**src/rtl/shift_register_universal.sv**
```systemverilog
// ---------------------------------------------------------------------------
// shift_register_universal
//
// Parametrised universal shift register. Supports hold, shift right, shift
// left and parallel load. Rotation is optional for both shift directions.
// A saturating fill counter tracks how many serial bits have entered since
// the last load or reset.
//
// Parameters
//   WIDTH     register width in bits (>= 2)
//   CW        width of cnt, derived from WIDTH; do not override
//
// Ports
//   clk       rising-edge clock
//   rst       asynchronous active-low reset
//   en        cycle enable; 0 holds all state
//   mode      00 hold, 01 shift right, 10 shift left, 11 parallel load
//   rot       1 = rotate instead of serial fill (modes 01/10)
//   sin_msb   serial input entering bit WIDTH-1 on a right shift
//   sin_lsb   serial input entering bit 0 on a left shift
//   D         parallel load data
//   Q         register contents
//   Qbar      bitwise complement of Q
//   sout_lsb  Q[0], the bit leaving on a right shift
//   sout_msb  Q[WIDTH-1], the bit leaving on a left shift
//   cnt       serial bits filled since load/reset, saturating at WIDTH
//   full      cnt == WIDTH
// ---------------------------------------------------------------------------
module shift_register_universal #(
    parameter int unsigned WIDTH = 4,
    parameter int unsigned CW    = $clog2(WIDTH + 1)
) (
    input  logic             clk,
    input  logic             rst,
    input  logic             en,
    input  logic [1:0]       mode,
    input  logic             rot,
    input  logic             sin_msb,
    input  logic             sin_lsb,
    input  logic [WIDTH-1:0] D,
    output logic [WIDTH-1:0] Q,
    output logic [WIDTH-1:0] Qbar,
    output logic             sout_lsb,
    output logic             sout_msb,
    output logic [CW-1:0]    cnt,
    output logic             full
);

    localparam logic [1:0]    MODE_HOLD  = 2'b00;
    localparam logic [1:0]    MODE_RIGHT = 2'b01;
    localparam logic [1:0]    MODE_LEFT  = 2'b10;
    localparam logic [1:0]    MODE_LOAD  = 2'b11;
    localparam logic [CW-1:0] CNT_MAX    = CW'(WIDTH);

    logic [WIDTH-1:0] q_q;
    logic [WIDTH-1:0] q_d;
    logic [CW-1:0]    cnt_q;
    logic [CW-1:0]    cnt_d;

    // Candidate next values for each shift flavour
    logic [WIDTH-1:0] shr_fill;
    logic [WIDTH-1:0] shr_rot;
    logic [WIDTH-1:0] shl_fill;
    logic [WIDTH-1:0] shl_rot;
    logic [CW-1:0]    cnt_inc;
    logic             cnt_at_max;

    assign shr_fill = {sin_msb,       q_q[WIDTH-1:1]};
    assign shr_rot  = {q_q[0],        q_q[WIDTH-1:1]};
    assign shl_fill = {q_q[WIDTH-2:0], sin_lsb};
    assign shl_rot  = {q_q[WIDTH-2:0], q_q[WIDTH-1]};

    // Fill counter saturates at WIDTH rather than wrapping
    assign cnt_at_max = (cnt_q == CNT_MAX);
    assign cnt_inc    = cnt_at_max ? cnt_q : (cnt_q + CW'(1));

    // Next-state selection; only serial-fill shifts advance the counter
    always_comb begin
        q_d   = q_q;
        cnt_d = cnt_q;
        if (en) begin
            case (mode)
                MODE_HOLD: begin
                    q_d   = q_q;
                    cnt_d = cnt_q;
                end
                MODE_RIGHT: begin
                    if (rot) begin
                        q_d = shr_rot;
                    end else begin
                        q_d   = shr_fill;
                        cnt_d = cnt_inc;
                    end
                end
                MODE_LEFT: begin
                    if (rot) begin
                        q_d = shl_rot;
                    end else begin
                        q_d   = shl_fill;
                        cnt_d = cnt_inc;
                    end
                end
                MODE_LOAD: begin
                    q_d   = D;
                    cnt_d = '0;
                end
                default: begin
                    q_d   = q_q;
                    cnt_d = cnt_q;
                end
            endcase
        end
    end

    // State registers
    always_ff @(posedge clk or negedge rst) begin
        if (!rst) begin
            q_q   <= '0;
            cnt_q <= '0;
        end else begin
            q_q   <= q_d;
            cnt_q <= cnt_d;
        end
    end

    // Outputs derive from registered state only; no input-to-output path
    assign Q        = q_q;
    assign Qbar     = ~q_q;
    assign sout_lsb = q_q[0];
    assign sout_msb = q_q[WIDTH-1];
    assign cnt      = cnt_q;
    assign full     = cnt_at_max;

endmodule
```
**config.mk**
```make
export PLATFORM = sky130hd
export DESIGN_NAME = shift_register_universal
export DESIGN_NICKNAME = d
export VERILOG_FILES = /design/src/rtl/shift_register_universal.sv
export SDC_FILE = /design/constraint.sdc
export NUM_CORES = 1
export LEC_CHECK = 0
export ABC_AREA = 0
export BUFFER_PORTS_ARGS = -buffer_cell sky130_fd_sc_hd__buf_2
export CAP_MARGIN = 20
export CELL_PAD_IN_SITES_DETAIL_PLACEMENT = 1
export CELL_PAD_IN_SITES_GLOBAL_PLACEMENT = 1
export CORE_MARGIN = 8
export CORE_UTILIZATION = 33
export DETAILED_ROUTE_END_ITERATION = 6
export MAX_ROUTING_LAYER = met4
export PLACE_DENSITY_LB_ADDON = 0.1
export SYNTH_ARGS = -nofsm -noshare
export SYNTH_HDL_FRONTEND = slang
export SYNTH_SLANG_ARGS = --single-unit
```
**constraint.sdc**
```tcl
create_clock -name clk -period 2.6 [get_ports clk]
set_clock_uncertainty 0.15 [all_clocks]
set_input_delay 0.13 -clock clk [delete_from_list [all_inputs] [get_ports clk]]
set_output_delay 0.13 -clock clk [all_outputs]
set_load 0.01 [all_outputs]
```
-- Word-level counts from Yosys, hierarchy flattened
Index checks and enable logic that the tools add are counted.
W data, S select, Z words.
- register bits after elaboration: 7
- bits of input ports: 12
- logic and storage cells: 21
- mux-type cells: 6
- reduce and logical (&&, ||, !) cells: 4
- equal/unequal tests: 6
- add/subtract/negate cells: 1
- bitwise gates (word level): 2
- operators with widths (kind ; number):
    $pmux W4 S3 ; 1
    $mux W3 ; 2
    $pmux W3 S2 ; 1
    $eq A2 B2 Y1 const B ; 2
    $mux W4 ; 1
    $ne A2 B2 Y1 const B ; 2
    $not A4 Y4 ; 1
    $reduce_and A4 Y1 ; 1
    $add A3 B1 Y3 const B ; 1
    $eq A3 B3 Y1 const B ; 1
    $eq A2 B1 Y1 const B ; 1
    $logic_not A2 Y1 ; 1
    $reduce_and A2 Y1 ; 1
    $reduce_or A2 Y1 ; 1
    $mux W1 ; 1
    $not A1 Y1 ; 1

-- Longest topological paths before layout
Gate-level depths: netlist of run 1.
- depth after elaboration: 4
- depth in mapped cells: 6

-- Worst setup path after synthesis of run 1
No wires, ideal clock.
- kind: reg-to-reg
- start: reg cnt_q[0], in the netlist cnt[0]
- end: reg cnt_q[0], in the netlist cnt[0]
- data required time: 2325 ps
- cell stages (with the launch flop): 6
- arrival time: 1346 ps
- setup slack: 979 ps
- period minus slack after synthesis: 1621 ps
- cell sequence: dfrtp_1 > inv_1 > ha_1 > a21o_1 > a21oi_4 > mux2_4
- cells in the longest elaborated chain, start to end: 4
- elaborated cells on any way between the ends: 7
- classes of those cells: add/sub: 1; eq/ne: 2; mux: 3; reduce/logical: 1
- ends and longest elaborated chain (item ; line ; RTL):
    start: declaration ; 57 ; logic [CW-1:0] cnt_q;
    start signal: assignment ; 122 ; cnt_q <= cnt_d;
    $add A3 B1 Y3 ; 75 ; assign cnt_inc = cnt_at_max ? cnt_q : (cnt_q + CW'(1));
    $mux W3 ; 75 ;
    $mux W3 ; 88, 96 ;
    $pmux W3 S2 ; 82 ; case (mode)
Parallel ways exist; a longest one is shown, timed or not. The select of a mux whose other input is x is not followed.
A chain may end at the register's enable or synchronous reset.

-- Final worst setup path of run 1
Same ends and word-level chain as after synthesis.

==> flow_summary.yaml, run 1 <==
routing:
  ant_nets: 0
  drt_first_pass_iters: 4
  wl_per_cell_um: 15.5
  wl_um: 1470
  dr.first_iter.drc_count: 4
  vias: 474
  route.detailed.drc: 0
  vias_per_cell: 4.99
power:
  finalPower_mw: 0.514
  power.density_mw_per_mm2: 769
  ir_worst_vdd_v: 0.000336
  p_leak_nw: 0.363
layout:
  multi_input_area_um2: 279
  final_nets: 97
  nFillCells: 182
  drive_above_1_share: 0.405
  area_growth_pct: 28.9
  n_antenna_cell: 0
  regArea_um2: 175
hold_path:
  hold_class: "input pin to register"
timing:
  rsz0062_at_grt: "no"
  min_period_over_period: 0.631
  hold_viol_final: 0
  tns_ns: 0
  worst_pin_slew_ns: 0.469
  slew_viol_final: 0
  setup_violations: 0
  max_freq_ghz: 0.609
  period_needed_ns: 1.64
  slew-limit-headroom: 0.687
floorplan:
  fp.dieW_um: 55.7
  coreArea_mm2: 0.00149
  initial_utilization: 0.349
  dieArea_mm2: 0.00310
  die-height_um: 55.7
  row_count: 14
  ios: 26
critical_path:
  critPathRequiredTime_ns: 2.58
  path_delay_family: "flip-flops"
  path_class: "register to register"
  path_buf_inv: 1
  r2r_setup_slack_ns: 0.96
  crit_arrival_ns: 1.63
  critPathLaunchType: "register"
  setup.worst_path.end_class: "register"
  slowest_delay_ns: 0.40
  cpMaxStageDelayCell: "dfrtp_1"
  cp_max_fo: 5
  path_cells: "inv_1, ha_1, a21o_1, a21oi_4, mux2_4"
placed_design:
  place.gp.congestion: 0.710
  hpwlAfterDp_um: 1220
  io_buffers: 25
cts:
  tritoncts: "yes"
  path_clk_slew_ns: 0.06
  cts_max_level: 1
  cts_buffers: 3
  postCtsSetupRepairBufs: 0
  clock_latency_ns: 0.25
  root_buffer: "clkbuf_4"
  cts_sinks: 7
  clockBufferDepth: 2
global_routing:
  use_met3: 0.0457
  grt_max_degree: 11
  busiest_layer: "met2"
  grt_overflow: 0
  antenna_found_initial: 0
  grt_pass1_vias: 521
  grt_use_total: 0.0994
  use_met2: 0.141
  grt.met1_usage: 0.121
  grt_pass1_wl_um: 2500
logic_synthesis:
  synth_common_cells: "inv_1 (9), dfrtp_1 (7), ha_1 (5)"
  muxShareOfSynthArea: 0.0916
  synth_top_family_by_area: "compound AO/OA/AOI/OAI gates"
  ys_ff_latch: 7
  synth_area_um2: 519
  synthArstFlopShare: 1.00
  post-synth-top-count-cell: "inv_1"
  synth_xor_area_frac: 0
  synth_area_leader_cell: "dfrtp_1"
  yosysSeqAreaShare: 0.337
  post_synth.cell_area_avg_um2: 9.80
  synth-compound-area-share: 0.222
  ys_warn_count: 0
  synth_fp_nets: 70
  ys_types: 25
  synth_top_flop_cell: "dfrtp_1"
  synth_top_area_share: 0.337
  synth_fa_ha_area_frac: 0.120
  synth_edf_count: 0
  synth-simple-area-share: 0.104
  synth_cells: 53
  ys_top_cells_by_area: "dfrtp_1 (34%), ha_1 (12%), inv_1 (6.5%), mux2_1 (4.3%), a221oi_1 (3.4%)"
job:
  max-cap-violations: 0
status:
  status: "completed"
flip-flops by register name, summed over array words and instances, names as in the netlist:
register  flops
Q             4
cnt           3
final timing paths:
path / startpoint / endpoint / cells past startpoint
hold / removal: D[3] / Q[3] / 3
setup reg to reg: cnt[0] / cnt[0] / 5
max in group asynchronous: rst / Q[3] / 2
hold reg to reg: cnt[2] / cnt[2] / 2
setup / recovery: cnt[0] / cnt[0] / 5
min in group asynchronous: rst / Q[1] / 2
placed cells by master, fill, tap and decap left out, types with 2 or more instances in the layout:
cell type  synthesis  final
a211oi_1           2      2
a21oi_1            2      2
a221oi_1           2      2
a22o_1             2      2
a22oi_1            2      2
buf_2              1     25
clkbuf_4           0      3
dfrtp_1            7      7
ha_1               5      5
inv_1              9      9
mux2_1             2      2
nand2_1            2      2
nand2b_1           2      2
nor2_1             2      2
timing repair:
item,CTS,global route
endpoints found under the hold margin,7,0
hold buffers,1,0
gates resized for setup,0,0
worst min-delay path, cell delays in order:
cell and delay, ns:
buf_2 0.08, a221oi_1 0.06, a22oi_1 0.15
cells by family (layout without fill, tap and decap cells):
family                     count (synthesis)  count (layout)
AOI/OAI and AO/OA                         14              14
buffers and inverters                     13              39
and+or+nand+nor                           10              10
DFF                                        7               7
adders and majority gates                  5               5
muxes                                      4               4
per-stage QoR:
step	hold WS [ns]	cell area (µm²)	setup slack (ns)	cells	utilization
2_1_floorplan	-0.316	519	0.979	53	-
3_3_place_gp	-0.167	633	0.987	90	0.425
3_5_place_dp	-0.169	633	0.949	90	0.425
4_1_cts	0.0941	669	0.946	95	0.450
5_1_grt	0.126	669	0.881	95	0.450
6_report	0.0848	669	0.959	95	0.450
report_power, final:
part / switching (mW) / internal (mW) / leakage (nW)
clock: 0.0421 / 0.0587 / 0.0150
combinational: 0.124 / 0.111 / 0.267
sequential: 0.0358 / 0.143 / 0.0811
area by class of cell:
type | count | area share
sequential | 7 | 0.262
inverter | 9 | 0.0505
multi-input combinational | 33 | 0.417
clock buffer | 4 | 0.0393
tap | 16 | 0.0299
timing repair buffer | 26 | 0.202
per-layer routing:
metal / routed length (µm) / vias up
li1: - / 234
met1: 689 / 219
met2: 617 / 19
met3: 155 / 2
met4: 10 / 0
met5: 0 / -
(Power assumes the default switching activity.)
==> run 2, diff against run 1 <==
- ABC_AREA: 0 -> 1
- CORE_UTILIZATION: 33 -> 29
- clock period: 2.6 -> 1.6 ns (I/O delays scaled with it)
==> flow_summary.yaml, run 2 <==
power:
  intPower_mw: 0.464
  power.switching_mw: 0.326
  p_leak_nw: 0.445
  finalPower_mw: 0.789
  seq_power_share: 0.359
  swShare: 0.413
  power.density_mw_per_mm2: 1090
  power.combinational.fraction: 0.429
  p_clk_frac: 0.212
  ir_worst_vdd_v: 0.000533
routing:
  dr.first_iter.drc_count: 3
  wl_per_cell_um: 12.1
  route.detailed.drc: 0
  wl_um: 1660
  drt_first_pass_iters: 3
  ant_nets: 0
  vias: 599
  vias_per_cell: 4.37
timing:
  setup_violations: 0
  slew_viol_final: 0
  slew-limit-headroom: 0.805
  whs_ns: -0.000973
  rsz0062_at_grt: "no"
  min_period_over_period: 0.866
  period_needed_ns: 1.39
  worst_pin_slew_ns: 0.292
  max_freq_ghz: 0.722
  tns_ns: 0
  hold_viol_final: 1
  postLayoutSetupSlackWorst_ns: 0.214
logic_synthesis:
  synth_area_um2: 538
  synth_edf_count: 0
  post-synth-top-count-cell: "nand2_1"
  synth_area_leader_cell: "dfrtp_1"
  synth_top_area_share: 0.326
  post_synth.cell_area_avg_um2: 6.48
  ys_top_cells_by_area: "dfrtp_1 (33%), nand2_1 (23%), ha_1 (12%), inv_1 (9.8%), nor2_1 (8.4%)"
  synth_top_flop_cell: "dfrtp_1"
  yosysSeqAreaShare: 0.326
  synth_fp_nets: 100
  ys_types: 13
  ys_ff_latch: 7
  ys_warn_count: 0
  synth_cells: 83
  synth_common_cells: "nand2_1 (33), inv_1 (14), nor2_1 (12)"
  synthArstFlopShare: 1.00
placed_design:
  placed_cell_area_um2: 679
  dp_slack_ns: 0.214
  hpwlAfterDp_um: 1360
  io_buffers: 25
  place.gp.congestion: 0.755
status:
  status: "complete, but fails checks"
  failed_checks: "hold timing"
global_routing:
  antenna_found_initial: 0
  grt_pass1_vias: 651
  grt_overflow: 0
  grt_max_degree: 9
  grt_pass1_wl_um: 2860
  grt_use_total: 0.110
critical_path:
  path_cells: "inv_1, ha_1, nand2_1, inv_1, buf_2"
  crit_arrival_ns: 1.16
  setup.worst_path.end_class: "output port"
  cpMaxStageDelayCell: "dfrtp_1"
  crit_start: "cnt[0]"
  r2r_cells: 8
  cp_max_fo: 4
  path_class: "register to output port"
  slowest_delay_ns: 0.38
  critPathLaunchType: "register"
  crit_top_cell: "inv_1"
  critPathRequiredTime_ns: 1.37
  rr_startpoint: "cnt[0]"
layout:
  final_nets: 130
  area_growth_pct: 34.9
  drive_above_1_share: 0.277
  fin_area_um2: 726
  largest_reg_flops: 4
  final_cell_mix: "nand2_1 (33), buf_2 (25), inv_1 (14)"
  n_antenna_cell: 0
  layout_commonest_cell: "nand2_1"
cts:
  root_buffer: "clkbuf_4"
  clock_latency_ns: 0.26
  tritoncts: "yes"
  clockBufferDepth: 2
  cts_buffers: 3
  postCtsSetupRepairBufs: 0
  path_clk_slew_ns: 0.06
  cts_sinks: 7
  cts_max_level: 1
floorplan:
  ios: 26
  coreArea_mm2: 0.00175
  fp.dieW_um: 59.1
  dieArea_mm2: 0.00349
  die-height_um: 59.1
  row_count: 15
  initial_utilization: 0.308
hold_path:
  hold_class: "input pin to register"
  min-delay-start: "D[1]"
  hold_depth: 5
job:
  max-cap-violations: 0
-- run 2: cell count changes after synthesis, moves of 3 or more --
cell,previous run,this run
inv_1,9,14
nand2_1,2,33
nand3_1,0,3
nor2_1,2,12
-- run 2: logic make-up (layout without fill, tap and decap cells) --
family | after synthesis | after routing | synth area share
AO/OA/AOI/OAI | 1 | 1 | 0.00929
adder cells (fa/ha/maj) | 5 | 5 | 0.116
AND/OR/NAND/NOR | 54 | 54 | 0.423
flip-flops | 7 | 7 | 0.326
buffers and inverters | 16 | 45 | 0.126
-- run 2: repair_timing --
item / 4_1_cts / 5_1_grt
endpoints found under the setup margin: 0 / 0
gates resized for setup: 0 / 0
hold buffers: 2 / 0
endpoints found under the hold margin: 8 / 0
-- run 2: path summary, 6_finish.rpt --
check	endpoint	slack (ns)
worst max register to register	cnt[1]	0.23
worst min register to register	cnt[0]	0.38
min in group asynchronous	cnt[2]	0.03
worst max-delay path	full	0.21
worst min-delay path	Q[1]	-0.001
max in group asynchronous	cnt[0]	1.10
-- run 2: through the flow --
| stage | util | instances |
|---|---|---|
| global placement | 0.389 | 131 |
| detailed placement | 0.389 | 131 |
| global route | 0.416 | 137 |
| CTS | 0.416 | 137 |
| finish | 0.416 | 137 |
| floorplan | - | 83 |
-- run 2: metal layers --
layer / vias up / GRT usage / wire length (µm)
met2: 20 / 0.190 / 781
met3: 5 / 0.0412 / 145
li1: 305 / - / -
met5: - / - / 0
met4: 0 / 0.0512 / 32
met1: 269 / 0.108 / 695
-- run 2: worst max-delay path: cells and delay by family, from the launching register on --
kind,cells,cell delay [ns]
simple gates,1,0.07
buf+inv,3,0.25
flops,1,0.38
fa+ha+maj,1,0.20
-- run 2: power groups by stage --
stage               combinational [mW]  sequential [mW]  clock, mW
CTS                              0.350            0.285      0.173
finish                           0.339            0.283      0.167
floorplan                        0.181            0.302          0
global placement                 0.330            0.288          0
global route                     0.389            0.296      0.179
detailed placement               0.344            0.288          0
-- run 2: area by class of cell --
type	instances	area (µm²)
fillers	247	1020
multi-input cells	60	295
flip-flops and latches	7	175
repair buffers	27	145
inverters	14	52.6
well taps	25	31.3
clock buffers	4	26.3
